==> src/rtl/decode_pkg.sv <==
// Shared types for the RISC-V decode stage.
//   fmt_t     : instruction format classification
//   OPC_*     : major opcodes recognised by the decoder
//   decoded_t : one decoded entry as held in the stage registers
package decode_pkg;

  // Widest supported XLEN; entries carry pc/imm at this width and the
  // top slices them down to the configured XLEN.
  localparam int unsigned XLEN_MAX = 64;

  typedef enum logic [2:0] {
    FMT_R   = 3'd0,
    FMT_I   = 3'd1,
    FMT_S   = 3'd2,
    FMT_B   = 3'd3,
    FMT_U   = 3'd4,
    FMT_J   = 3'd5,
    FMT_ILL = 3'd6
  } fmt_t;

  localparam logic [6:0] OPC_OP     = 7'b0110011;
  localparam logic [6:0] OPC_OP_IMM = 7'b0010011;
  localparam logic [6:0] OPC_LOAD   = 7'b0000011;
  localparam logic [6:0] OPC_JALR   = 7'b1100111;
  localparam logic [6:0] OPC_SYSTEM = 7'b1110011;
  localparam logic [6:0] OPC_STORE  = 7'b0100011;
  localparam logic [6:0] OPC_BRANCH = 7'b1100011;
  localparam logic [6:0] OPC_LUI    = 7'b0110111;
  localparam logic [6:0] OPC_AUIPC  = 7'b0010111;
  localparam logic [6:0] OPC_JAL    = 7'b1101111;

  typedef struct packed {
    logic [XLEN_MAX-1:0] pc;
    logic [XLEN_MAX-1:0] imm;
    logic [6:0]          opcode;
    logic [2:0]          funct3;
    logic [6:0]          funct7;
    logic [4:0]          rd;
    logic [4:0]          rs1;
    logic [4:0]          rs2;
    logic [11:0]         csr;
    fmt_t                fmt;
    logic                illegal;
  } decoded_t;

endpackage

==> src/rtl/imm_gen.sv <==
// Combinational format classifier and immediate generator.
//   instr   : raw 32-bit instruction
//   fmt     : format code
//   imm     : format-correct immediate, sign-extended from instr[31] to XLEN
//   illegal : encoding not supported
module imm_gen
  import decode_pkg::*;
#(
  parameter int unsigned XLEN = 32
) (
  input  logic [31:0]     instr,
  output fmt_t            fmt,
  output logic [XLEN-1:0] imm,
  output logic            illegal
);

  logic [31:0] imm32;

  always_comb begin
    // Every listed opcode ends in 2'b11, so compressed/reserved encodings
    // fall through to FMT_ILL without a separate instr[1:0] check.
    unique case (instr[6:0])
      OPC_OP:                                      fmt = FMT_R;
      OPC_OP_IMM, OPC_LOAD, OPC_JALR, OPC_SYSTEM:  fmt = FMT_I;
      OPC_STORE:                                   fmt = FMT_S;
      OPC_BRANCH:                                  fmt = FMT_B;
      OPC_LUI, OPC_AUIPC:                          fmt = FMT_U;
      OPC_JAL:                                     fmt = FMT_J;
      default:                                     fmt = FMT_ILL;
    endcase
  end

  always_comb begin
    unique case (fmt)
      FMT_I:   imm32 = {{20{instr[31]}}, instr[31:20]};
      FMT_S:   imm32 = {{20{instr[31]}}, instr[31:25], instr[11:7]};
      FMT_B:   imm32 = {{19{instr[31]}}, instr[31], instr[7], instr[30:25], instr[11:8], 1'b0};
      FMT_U:   imm32 = {instr[31:12], 12'b0};
      FMT_J:   imm32 = {{11{instr[31]}}, instr[31], instr[19:12], instr[20], instr[30:21], 1'b0};
      default: imm32 = '0;
    endcase
  end

  assign imm     = XLEN'(signed'(imm32));
  assign illegal = (fmt == FMT_ILL);

endmodule

==> src/rtl/instr_decode_stage.sv <==
// Registered RISC-V decode stage with valid/ready handshake.
//   clk, rst             : clock, synchronous active-high reset
//   in_valid/in_ready    : fetch-side handshake; in_instr, in_pc payload
//   flush                : drop every held entry and any same-cycle input
//   out_valid/out_ready  : execute-side handshake
//   out_pc, opcode..csr  : passthrough pc and raw fields of the head entry
//   fmt, imm, illegal    : decode results of the head entry
//   dec_cnt, ill_cnt     : saturating counts of entries / illegal entries drained
module instr_decode_stage
  import decode_pkg::*;
#(
  parameter int unsigned XLEN    = 32,
  parameter int unsigned CNT_W   = 16,
  parameter bit          SKID_EN = 1'b1
) (
  input  logic             clk,
  input  logic             rst,
  input  logic             in_valid,
  output logic             in_ready,
  input  logic [31:0]      in_instr,
  input  logic [XLEN-1:0]  in_pc,
  input  logic             flush,
  output logic             out_valid,
  input  logic             out_ready,
  output logic [XLEN-1:0]  out_pc,
  output logic [6:0]       opcode,
  output logic [2:0]       funct3,
  output logic [6:0]       funct7,
  output logic [4:0]       rd,
  output logic [4:0]       rs1,
  output logic [4:0]       rs2,
  output logic [11:0]      csr,
  output fmt_t             fmt,
  output logic [XLEN-1:0]  imm,
  output logic             illegal,
  output logic [CNT_W-1:0] dec_cnt,
  output logic [CNT_W-1:0] ill_cnt
);

  fmt_t            dec_fmt;
  logic [XLEN-1:0] dec_imm;
  logic            dec_ill;

  imm_gen #(
    .XLEN(XLEN)
  ) u_imm_gen (
    .instr   (in_instr),
    .fmt     (dec_fmt),
    .imm     (dec_imm),
    .illegal (dec_ill)
  );

  decoded_t in_dec;

  always_comb begin
    in_dec         = '0;
    in_dec.pc      = XLEN_MAX'(in_pc);
    in_dec.imm     = XLEN_MAX'(dec_imm);
    in_dec.opcode  = in_instr[6:0];
    in_dec.rd      = in_instr[11:7];
    in_dec.funct3  = in_instr[14:12];
    in_dec.rs1     = in_instr[19:15];
    in_dec.rs2     = in_instr[24:20];
    in_dec.funct7  = in_instr[31:25];
    in_dec.csr     = in_instr[31:20];
    in_dec.fmt     = dec_fmt;
    in_dec.illegal = dec_ill;
  end

  decoded_t        main_q, main_d, skid_q, skid_d;
  logic            main_vld_q, main_vld_d, skid_vld_q, skid_vld_d;
  logic [CNT_W-1:0] dec_cnt_q, dec_cnt_d, ill_cnt_q, ill_cnt_d;
  logic            accept, drain;

  if (SKID_EN) begin : g_skid
    // Registered: depends only on skid occupancy, never on out_ready.
    assign in_ready = !skid_vld_q;
  end else begin : g_single
    assign in_ready = !main_vld_q || out_ready;
  end

  assign accept = in_valid && in_ready;
  assign drain  = main_vld_q && out_ready;

  always_comb begin
    main_d     = main_q;
    main_vld_d = main_vld_q;
    skid_d     = skid_q;
    skid_vld_d = skid_vld_q;
    if (flush) begin
      main_vld_d = 1'b0;
      skid_vld_d = 1'b0;
    end else if (!main_vld_q || drain) begin
      if (skid_vld_q) begin
        // in_ready is low whenever skid is occupied, so no input competes here.
        main_d     = skid_q;
        main_vld_d = 1'b1;
        skid_vld_d = 1'b0;
      end else if (accept) begin
        main_d     = in_dec;
        main_vld_d = 1'b1;
      end else begin
        main_vld_d = 1'b0;
      end
    end else if (accept) begin
      // Only reachable with the skid enabled; single-register mode never
      // accepts while main is held.
      skid_d     = in_dec;
      skid_vld_d = 1'b1;
    end
  end

  always_comb begin
    dec_cnt_d = dec_cnt_q;
    ill_cnt_d = ill_cnt_q;
    if (drain && !flush) begin
      if (dec_cnt_q != '1) dec_cnt_d = dec_cnt_q + 1'b1;
      if (main_q.illegal && ill_cnt_q != '1) ill_cnt_d = ill_cnt_q + 1'b1;
    end
  end

  always_ff @(posedge clk) begin
    if (rst) begin
      main_q     <= '0;
      skid_q     <= '0;
      main_vld_q <= 1'b0;
      skid_vld_q <= 1'b0;
      dec_cnt_q  <= '0;
      ill_cnt_q  <= '0;
    end else begin
      main_q     <= main_d;
      skid_q     <= skid_d;
      main_vld_q <= main_vld_d;
      skid_vld_q <= skid_vld_d;
      dec_cnt_q  <= dec_cnt_d;
      ill_cnt_q  <= ill_cnt_d;
    end
  end

  if (XLEN < XLEN_MAX) begin : g_narrow
    logic unused_hi;
    assign unused_hi = ^{main_q.pc[XLEN_MAX-1:XLEN], main_q.imm[XLEN_MAX-1:XLEN]};
  end

  assign out_valid = main_vld_q;
  assign out_pc    = main_q.pc[XLEN-1:0];
  assign imm       = main_q.imm[XLEN-1:0];
  assign opcode    = main_q.opcode;
  assign funct3    = main_q.funct3;
  assign funct7    = main_q.funct7;
  assign rd        = main_q.rd;
  assign rs1       = main_q.rs1;
  assign rs2       = main_q.rs2;
  assign csr       = main_q.csr;
  assign fmt       = main_q.fmt;
  assign illegal   = main_q.illegal;
  assign dec_cnt   = dec_cnt_q;
  assign ill_cnt   = ill_cnt_q;

endmodule

==> config.mk <==
export PLATFORM = sky130hd
export DESIGN_NAME = instr_decode_stage
export DESIGN_NICKNAME = d
export VERILOG_FILES = /design/src/rtl/decode_pkg.sv /design/src/rtl/imm_gen.sv /design/src/rtl/instr_decode_stage.sv
export SDC_FILE = /design/constraint.sdc
export NUM_CORES = 1
export LEC_CHECK = 0
export ABC_CLOCK_PERIOD_IN_PS = 3100
export CORE_AREA = 2 2 144 146
export CTS_CLUSTER_SIZE = 10
export DETAILED_ROUTE_END_ITERATION = 10
export DIE_AREA = 0 0 146 148
export PLACE_DENSITY = 0.78
export REMOVE_ABC_BUFFERS = 1
export SETUP_SLACK_MARGIN = 0.2
export SKIP_LAST_GASP = 1
export SLEW_MARGIN = 10
export SYNTH_ARGS = -nofsm -noshare
export SYNTH_HDL_FRONTEND = slang
export SYNTH_SLANG_ARGS = --single-unit
==> constraint.sdc <==
create_clock -name clk -period 3.1 [get_ports clk]
set_input_delay 0.62 -clock clk [delete_from_list [all_inputs] [get_ports clk]]
set_output_delay 0.62 -clock clk [all_outputs]
set_load 0.005 [all_outputs]
==> results.json, run 1 <==
{
  "arrival_ns": 3.15,
  "synth_top_area_frac": 0.468,
  "cts_buffers": 27,
  "grt_start_max_net_pins": 204,
  "detail-route-antenna-nets": 0,
  "pin_count": 215,
  "core_mm2": 0.0200,
  "cts_htree_levels": 1,
  "netSwitchingFraction": 0.230,
  "grt_pass1_wl_mm": 44.2,
  "num_rows": 52,
  "drc": 0,
  "placedCellCount": 1586,
  "yosysTopAreaCell": "dfxtp_1",
  "grt-ovfl-total": 0,
  "ys_warn_count": 0,
  "antenna_found_initial": 0,
  "via_per_inst": 5.63,
  "end_kind": "flop",
  "syn2layout_area_growth_pct": 32.0,
  "synth-edff-count": 0,
  "worst_slew_pin_slew_ns": 1.03,
  "yosys_register_bits": 234,
  "avgRoutedWirePerCell_um": 16.7,
  "critPathBufInv": 4,
  "status": "completed",
  "setup_viol": 0,
  "finalCritPeriodShare": 0.871,
  "totalWireLength_mm": 27.1,
  "start_util": 0.499,
  "yosysUniqueCellTypes": 63,
  "place_ws_ns": -0.240,
  "layout_commonest_cell": "dfxtp_1",
  "clockPowerShare": 0.414,
  "fin_nets": 1419,
  "max_slew_margin": 0.315,
  "fin_ws_ns": 0.399,
  "whs_ns": 0.403,
  "p_leak_nw": 4.52,
  "comb_power_share": 0.100,
  "synth_top_flop_cell": "dfxtp_1",
  "port_buffers": 214,
  "grt_util_all_layers": 0.243,
  "fin_cells": 1618,
  "critPathRequiredTime_ns": 3.55,
  "min_period_ns": 2.70,
  "slew_violations": 0,
  "synth.area.top_cells": "dfxtp_1, nand2_1, mux2i_1",
  "clk_latency_ns": 0.52,
  "drtIter0Drc": 544,
  "vdd_drop_max_v": 0.000330,
  "design_power_total_mw": 6.46,
  "die_width_um": 146,
  "start_kind": "primary input",
  "fillerInstances": 1719,
  "root_buffer": "clkbuf_16",
  "num_vias": 9107,
  "die_area_mm2": 0.0216,
  "crit_fanout": 8,
  "synthArstFlopShare": 0,
  "fmax_mhz": 370,
  "maxCapViolCount": 0,
  "crit_chain": "clkdlybuf4s50_1 -> nand2b_1 -> buf_4 -> nor4b_4 -> buf_4 -> o31ai_1 -> buf_4 -> nor4_2 -> a221o_1",
  "crit_type": "primary input to flop",
  "fin_util": 0.658,
  "cp_common_cell": "buf_4",
  "final_layout_size_suffix_gt1_frac": 0.0809,
  "pwr-share-seq": 0.486,
  "cp_slowest_cell": "clkdlybuf4s50_1",
  "most-common-layout-cells": "dfxtp_1, clkdlybuf4s50_1, nand2_1",
  "hold_path.class": "primary input to flop",
  "fin_skew_ns": 0.0184,
  "drtPass1Iterations": 5,
  "avgSynthCellArea_um2": 8.64,
  "syn_area_mm2": 0.0100,
  "cts_hold_buf": 0,
  "routabilityCongestion": 0.853,
  "netlist_instances": 1158,
  "die_y_um": 148,
  "switchingPower_mw": 1.48,
  "cts_num_sinks": 234,
  "cpPeakStageDelay_ns": 0.52,
  "antenna_cells": 0,
  "cellPowerDensity_mw_per_mm2": 490,
  "cts.path.max_buffers": 3,
  "detailedPlacementHpwl_mm": 17.8,
  "ys_seq_area_frac": 0.468,
  "cts_tree": "built",
  "rsz0062_at_grt": "false",
  "hold_viol": 0,
  "power.internal_mw": 4.98,
  "clkTransAtPathRegs_ns": 0.06,
  "grt_pass1_vias": 8722,
  "critPathTopFamily": "simple AND/OR/NAND/NOR gates"
}
-- cells by family (layout without fill, tap and decap cells) --
logic type,Yosys count,after routing,synth area share
and+or+nand+nor,443,443,0.198
adders and majority gates,3,3,0.00375
muxes,67,67,0.0671
AOI/OAI and AO/OA,272,272,0.188
DFF,234,234,0.468
buffers and inverters,110,300,0.0494
xor gates and xnor gates,29,29,0.0254
-- cell usage after synthesis (2+ instances only) --
cell type / count
nor3_2: 4
ha_1: 3
nor3_4: 2
o2bb2ai_1: 4
nor4_1: 2
o211ai_1: 5
and2_1: 3
and3_1: 8
o21ai_0: 6
a32o_1: 4
xnor2_1: 13
nand4_1: 12
a2111oi_1: 8
nor4b_4: 2
o31a_1: 2
nor2_1: 147
a21oi_1: 111
and4_1: 2
a22oi_1: 7
clkbuf_1: 63
dfxtp_1: 234
inv_1: 9
nand2b_1: 5
mux2i_1: 67
a22o_1: 6
buf_2: 17
o21ai_1: 9
or3_1: 6
a211oi_2: 10
a221oi_1: 6
buf_4: 14
buf_1: 6
a211oi_1: 68
nor3_1: 24
nand3_1: 28
a221o_1: 8
o21bai_1: 4
nand3b_1: 2
a21oi_2: 2
and4b_1: 3
nand2_1: 185
xor2_1: 16
-- worst reg2reg max path, stage by stage, from the launching register on --
cell	delay (ns)
dfxtp_4	0.43
nand2b_1	0.21
nor4_1	0.49
o31a_1	0.27
and4b_1	0.53
a21oi_1	0.14
nand2_1	0.10
-- flip-flops by register name, summed over array words and instances, names as in the netlist, 7 cells and up --
register,flops
ill_cnt,16
funct7,7
skid_q,100
dec_cnt,16
opcode,7
imm,32
out_pc,32
-- what timing repair did --
| item | CTS | global route |
|---|---|---|
| buffers inserted | 0 | 2 |
| endpoints found under the setup margin | 0 | 25 |
| gates resized for setup | 0 | 5 |
-- worst paths after layout --
path                                  start         end  slack [ns]  cells past startpoint
worst max register to register   skid_vld_q     imm[23]        0.90                      6
worst min register to register   skid_q[25]  skid_q[25]        0.45                      2
worst min-delay path                    rst  out_pc[11]        0.40                      2
worst max-delay path            in_instr[4]  skid_q[66]        0.40                      9
-- power by group through the flow --
stage          registers, mW  logic, mW  clock network [mW]
5_1_grt                 3.15      0.698                2.85
2_1_floorplan           3.21      0.239                   0
3_3_place_gp            3.20      0.630                   0
3_5_place_dp            3.21      0.642                   0
6_report                3.14      0.645                2.68
4_1_cts                 3.14      0.647                2.74
-- layer usage --
metal | GRT usage | share of wire | vias up
met2 | 0.429 | 0.48 | 300
met5 | 0 | 0 | -
met1 | 0.305 | 0.43 | 4349
met4 | 0.0587 | 0.016 | 0
met3 | 0.0491 | 0.073 | 33
li1 | - | - | 4425
-- layout make-up --
| type | instances | area (µm²) | share of cell area |
|---|---|---|---|
| Clock buffer | 29 | 693 | 0.0525 |
| Clock inverter | 1 | 5.00 | 0.000379 |
| Inverter | 9 | 33.8 | 0.00256 |
| Multi-Input combinational cell | 814 | 4850 | 0.367 |
| Sequential cell | 234 | 4690 | 0.355 |
| Tap cell | 270 | 338 | 0.0256 |
| Timing Repair Buffer | 261 | 2590 | 0.196 |
-- per-stage QoR --
stage | instance area [µm²] | TNS [ns]
after detailed placement | 12500 | -5.32
after CTS | 13200 | 0
after global placement | 12500 | -1.14
final | 13200 | 0
after global routing | 13200 | 0
after floorplan | 9540 | -1151.27
Note: power is estimated with default switching activity, not from simulation.
==> run 2, diff against run 1 <==
--- a/config.mk
+++ b/config.mk
@@ -6,13 +6,15 @@
 export NUM_CORES = 1
 export LEC_CHECK = 0
 export ABC_CLOCK_PERIOD_IN_PS = 3100
+export CAP_MARGIN = 30
 export CORE_AREA = 2 2 144 146
+export CTS_BUF_LIST = sky130_fd_sc_hd__clkbuf_16
 export CTS_CLUSTER_SIZE = 10
 export DETAILED_ROUTE_END_ITERATION = 10
 export DIE_AREA = 0 0 146 148
 export PLACE_DENSITY = 0.78
 export REMOVE_ABC_BUFFERS = 1
-export SETUP_SLACK_MARGIN = 0.2
+export SETUP_SLACK_MARGIN = 0.5
 export SKIP_LAST_GASP = 1
 export SLEW_MARGIN = 10
 export SYNTH_ARGS = -nofsm -noshare
==> run 2 against run 1 <==
Cell area rose by 0.51%. Wire length grew 0.82%. First-iteration DRC count shrank 9.2%. Sequential cell count did not move. Critical path type unchanged. Total power is 0.27% lower. Setup slack improved by 0.24 ns. Non-clock buffer count unchanged. Sequential share of layout area down 0.18 points.
==> results.json, run 2 (same netlist as run 1, synthesis figures left out) <==
{
  "status": "completed",
  "fin_skew_ns": 0.0170,
  "port_buffers": 214,
  "cpPeakStageDelay_ns": 0.34,
  "detailedPlacementHpwl_mm": 17.8,
  "core_mm2": 0.0200,
  "via_per_inst": 5.63,
  "totalWireLength_mm": 27.3,
  "cts_num_sinks": 234,
  "grt_start_max_net_pins": 204,
  "hold_viol": 0,
  "die_area_mm2": 0.0216,
  "placed_cell_area_mm2": 0.0125,
  "antenna_found_initial": 1,
  "maxCapViolCount": 0,
  "drc": 0,
  "syn2layout_area_growth_pct": 32.6,
  "num_vias": 9108,
  "end_kind": "flop",
  "routabilityCongestion": 0.853,
  "pin_count": 215,
  "hold_path.class": "primary input to flop",
  "most-common-layout-cells": "dfxtp_1, clkdlybuf4s50_1, nand2_1",
  "critPathRequiredTime_ns": 3.47,
  "cts_htree_levels": 1,
  "drtIter0Drc": 494,
  "worst_slew_pin_slew_ns": 0.906,
  "cp_slowest_cell": "a211oi_2",
  "detail-route-antenna-nets": 0,
  "grt_util_all_layers": 0.243,
  "cts.path.max_buffers": 3,
  "grt-ovfl-total": 0,
  "place_ws_ns": -0.240,
  "crit_type": "primary input to flop",
  "final_layout_size_suffix_gt1_frac": 0.0861,
  "fmax_mhz": 406,
  "fin_area_mm2": 0.0133,
  "clk_latency_ns": 0.52,
  "cts_buffers": 27,
  "finalCritPeriodShare": 0.795,
  "cts_hold_buf": 0,
  "layout_commonest_cell": "dfxtp_1",
  "die_y_um": 148,
  "max_slew_margin": 0.396,
  "rsz0062_at_grt": "false",
  "finalSetupTns_ns": 0,
  "grt_pass1_wl_mm": 44.2,
  "die_width_um": 146,
  "min_period_ns": 2.46,
  "arrival_ns": 2.83,
  "drtPass1Iterations": 5,
  "fin_nets": 1419,
  "fin_util": 0.662,
  "start_util": 0.499,
  "cts_tree": "built",
  "cellPowerDensity_mw_per_mm2": 486,
  "largest_reg_flops": 100,
  "root_buffer": "clkbuf_16",
  "design_power_total_mw": 6.45,
  "setup_viol": 0,
  "crit_chain": "dlygate4sd2_1 -> and4b_1 -> o21bai_1 -> ha_2 -> or2_1 -> o32ai_2 -> a211oi_2 -> nor3_2 -> buf_4 -> a221oi_1 -> nor3_1",
  "p_leak_nw": 4.57,
  "num_rows": 52,
  "regMostFlops": "skid_q",
  "crit_fanout": 6,
  "clkTransAtPathRegs_ns": 0.05,
  "fillerInstances": 1699,
  "start_kind": "primary input",
  "vdd_drop_max_v": 0.000320,
  "fin_ws_ns": 0.636,
  "slew_violations": 0,
  "avgRoutedWirePerCell_um": 16.9,
  "grt_pass1_vias": 8744
}
## run 2: changes by cell type in the layout (fill, tap and decap cells not counted), sizes merged
| cell | previous run | this run |
|---|---|---|
| diode | 0 | 1 |
| dlymetal6s2s | 2 | 4 |
| clkbuf | 29 | 27 |
| inv | 9 | 10 |
| dlygate4sd2 | 0 | 3 |
| clkinv | 1 | 2 |
| clkdlybuf4s50 | 211 | 206 |
## run 2: cell type report
class	count	area (µm²)	share of cell area
antenna	1	2.50	0.000189
clock buffer	27	676	0.0509
clock inverter	3	12.5	0.000943
inverter	9	33.8	0.00255
multi-input combinational	814	4910	0.371
sequential	234	4690	0.353
tap	270	338	0.0255
timing repair buffer	261	2600	0.196
## run 2: worst max-delay path, delay by kind of cell
kind            cells  cell delay, ns
compound gates      4            0.92
buf+inv             2            0.51
simple gates        4            0.50
fa+ha+maj           1            0.27
## run 2: per-stage QoR
stage	std cells	hold slack (ns)
global route	1619	0.405
CTS	1617	0.395
floorplan	1057	0.430
global placement	1586	0.441
detailed placement	1586	0.446
finish	1619	0.400
## run 2: final timing paths
kind                from          to  slack, ns  depth (start not counted)
max          in_instr[4]      imm[7]       0.64                         11
min                  rst  out_pc[11]       0.40                          2
max reg2reg   skid_vld_q     imm[23]       0.89                          6
min reg2reg   skid_q[32]  skid_q[32]       0.45                          2
## run 2: timing repair
action,4_1_cts,5_1_grt
setup endpoints to repair,43,63
setup buffers,1,0
pin swaps,1,11
gates resized for setup,9,11
## run 2: routing by layer
metal	global-route usage	share of wire	up-vias
li1	-	-	4419
met1	0.304	0.43	4383
met2	0.429	0.48	271
met3	0.0497	0.069	35
met4	0.0587	0.016	0
met5	0	0	-
## run 2: report_power, final
group / switching (mW) / leakage [nW] / internal, mW
logic: 0.314 / 2.33 / 0.338
clock network: 1.13 / 0.344 / 1.52
registers: 0.0490 / 1.90 / 3.09
total: 1.49 / 4.57 / 4.95
==> run 3, diff against run 2 <==
--- a/config.mk
+++ b/config.mk
@@ -5,14 +5,14 @@
 export SDC_FILE = /design/constraint.sdc
 export NUM_CORES = 1
 export LEC_CHECK = 0
-export ABC_CLOCK_PERIOD_IN_PS = 3100
+export ABC_CLOCK_PERIOD_IN_PS = 2050
 export CAP_MARGIN = 30
-export CORE_AREA = 2 2 144 146
+export CORE_AREA = 2 2 151 153
 export CTS_BUF_LIST = sky130_fd_sc_hd__clkbuf_16
 export CTS_CLUSTER_SIZE = 10
 export DETAILED_ROUTE_END_ITERATION = 10
-export DIE_AREA = 0 0 146 148
-export PLACE_DENSITY = 0.78
+export DIE_AREA = 0 0 153 155
+export PLACE_DENSITY = 0.74
 export REMOVE_ABC_BUFFERS = 1
 export SETUP_SLACK_MARGIN = 0.5
 export SKIP_LAST_GASP = 1
==> constraint.sdc (replaced) <==
create_clock -name clk -period 2.05 [get_ports clk]
set_input_delay 0.41 -clock clk [delete_from_list [all_inputs] [get_ports clk]]
set_output_delay 0.41 -clock clk [all_outputs]
set_load 0.005 [all_outputs]
==> run 3 against run 2 <==
The run now ends with setup timing left. Register-to-register slack got worse by 0.66 ns. Wire length grew 22%. Non-clock buffer count up 154.
==> results.json, run 3 (same netlist as run 1, synthesis figures left out) <==
{
  "met1_usage": 0.313,
  "crit_chain": "buf_8 -> nand4bb_4 -> nor2_4 -> inv_2 -> ha_4 -> buf_4 -> buf_6 -> nor3_4 -> o31ai_4 -> nand3_4 -> a21oi_1 -> a2111oi_1",
  "num_vias": 10100,
  "final_layout_size_suffix_gt1_frac": 0.263,
  "top_usage_layer": "met2",
  "cts_htree_levels": 1,
  "antenna_found_initial": 2,
  "cts_tree": "built",
  "rr_startpoint": "out_valid",
  "slew_violations": 0,
  "grt_util_all_layers": 0.246,
  "detail-route-antenna-nets": 0,
  "root_buffer": "clkbuf_16",
  "status": "complete, but fails checks",
  "min_period_ns": 2.14,
  "ff2ff_path_depth": 7,
  "cellPowerDensity_mw_per_mm2": 640,
  "grt_pass1_vias": 9439,
  "crit_fanout": 8,
  "cp_slowest_cell": "a2111oi_1",
  "placed_cell_area_mm2": 0.0129,
  "hold_viol": 0,
  "max_slew_margin": 0.411,
  "start_kind": "primary input",
  "cts_buffers": 27,
  "fin_skew_ns": 0.00953,
  "whs_ns": 0.171,
  "grt_util_met2": 0.417,
  "r2r_end": "imm[19]",
  "die_width_um": 153,
  "fin_util": 0.703,
  "num_rows": 55,
  "clkTransAtPathRegs_ns": 0.05,
  "avgRoutedWirePerCell_um": 18.6,
  "detailedPlacementHpwl_mm": 18.3,
  "via_per_inst": 5.63,
  "setup_viol": 1,
  "hold_path.class": "primary input to flop",
  "clk_latency_ns": 0.52,
  "cpPeakStageDelay_ns": 0.49,
  "place_ws_ns": -1.07,
  "worst_slew_pin_slew_ns": 0.884,
  "routabilityCongestion": 0.903,
  "drtPass1Iterations": 5,
  "pin_count": 215,
  "end_kind": "flop",
  "fin_area_mm2": 0.0156,
  "critPathBufInv": 4,
  "cts_num_sinks": 234,
  "fin_nets": 1574,
  "fin_ws_ns": -0.0933,
  "drtIter0Drc": 723,
  "core_mm2": 0.0222,
  "largest_reg_flops": 100,
  "cts.path.max_buffers": 3,
  "grt_util_met3": 0.0515,
  "rsz0062_at_grt": "true",
  "layout_commonest_cell": "nand2_1",
  "maxCapViolCount": 0,
  "finalCritPeriodShare": 1.05,
  "hold_depth": 3,
  "start_util": 0.450,
  "grt_start_max_net_pins": 163,
  "p_leak_nw": 7.00,
  "fillerInstances": 1648,
  "netSwitchingFraction": 0.236,
  "regMostFlops": "skid_q",
  "switchingPower_mw": 2.36,
  "comb_power_share": 0.125,
  "holdPathEnd": "skid_q[45]",
  "die_area_mm2": 0.0237,
  "totalWireLength_mm": 33.3,
  "grt_pass1_wl_mm": 48.6,
  "most-common-layout-cells": "nand2_1, dfxtp_1, nor2_1",
  "crit_type": "primary input to flop",
  "placedCellCount": 1649,
  "port_buffers": 214,
  "pwr-share-seq": 0.473,
  "violations": "setup timing",
  "critPathRequiredTime_ns": 2.41,
  "cts_hold_buf": 0,
  "clockPowerShare": 0.402,
  "drc": 0,
  "syn2layout_area_growth_pct": 56.2,
  "min_from": "in_instr[4]",
  "r2r_slack_ns": 0.23,
  "fin_cells": 1792,
  "startpoint": "in_instr[2]",
  "critPathTopFamily": "simple AND/OR/NAND/NOR gates",
  "die_y_um": 155,
  "power.internal_mw": 7.65,
  "grt-ovfl-total": 0,
  "vdd_drop_max_v": 0.000418,
  "arrival_ns": 2.50,
  "fmax_mhz": 467
}
run 3: cell count changes in the layout (fill, tap and decap cells not counted), sizes merged:
cell,change
dlymetal6s2s,+70
and4b,+1
clkbuf,+7
inv,+1
dlygate4sd2,+22
clkdlybuf4s50,-124
diode,+1
clkinvlp,+1
buf,+155
clkdlybuf4s15,+22
bufbuf,+2
run 3: area by class of cell:
class | instances | area, µm² | share of cell area
antenna | 2 | 5.00 | 0.000320
clock buffer | 27 | 676 | 0.0432
clock inverter | 5 | 18.8 | 0.00120
inverter | 9 | 37.5 | 0.00240
multi-input combinational | 815 | 5330 | 0.341
sequential | 234 | 4790 | 0.306
tap | 285 | 357 | 0.0228
timing repair buffer | 415 | 4410 | 0.282
run 3: metrics by stage:
stage / power, mW / TNS, ns
floorplan: 5.22 / -1364.21
global placement: 5.86 / -75.09
detailed placement: 5.88 / -80.61
CTS: 9.95 / 0
global route: 10.4 / -0.230
finish: 10.0 / -0.0933
run 3: power groups by stage:
stage	combinational, mW	sequential, mW	clock [mW]
6_report	1.25	4.74	4.02
5_1_grt	1.33	4.75	4.32
4_1_cts	1.12	4.73	4.10
3_5_place_dp	1.03	4.85	0
3_3_place_gp	1.02	4.84	0
2_1_floorplan	0.361	4.86	0
run 3: layer usage:
| metal | up-vias | part of all wire | wire length [µm] |
|---|---|---|---|
| li1 | 4749 | - | - |
| met1 | 4863 | 0.41 | 13800 |
| met2 | 376 | 0.48 | 16100 |
| met3 | 96 | 0.071 | 2370 |
| met4 | 0 | 0.030 | 1010 |
| met5 | - | 0 | 0 |
run 3: worst max-delay path by stage:
stage | end | slack (ns) | cells past startpoint
final | imm[19] | -0.09 | 12
after global routing | imm[19] | -0.14 | 12
after CTS | imm[8] | 0.15 | 12
after detailed placement | imm[8] | -1.07 | 11
after global placement | imm[5] | -1.0 | 11
after floorplan | imm[12] | -12.44 | 5
run 3: timing repair:
| item | CTS | global route |
|---|---|---|
| endpoints found under the setup margin | 378 | 350 |
| pin swaps | 58 | 43 |
| hold endpoints to repair | 0 | 0 |
| gates resized for setup | 264 | 157 |
| gates cloned | 7 | 8 |
| buffers inserted | 57 | 37 |
run 3: worst register-to-register path, delay by kind of cell, from the launching register on:
family,cells,cell delay [ns]
simple gates,2,0.21
compound gates,1,0.46
buf+inv,4,0.65
flops,1,0.34
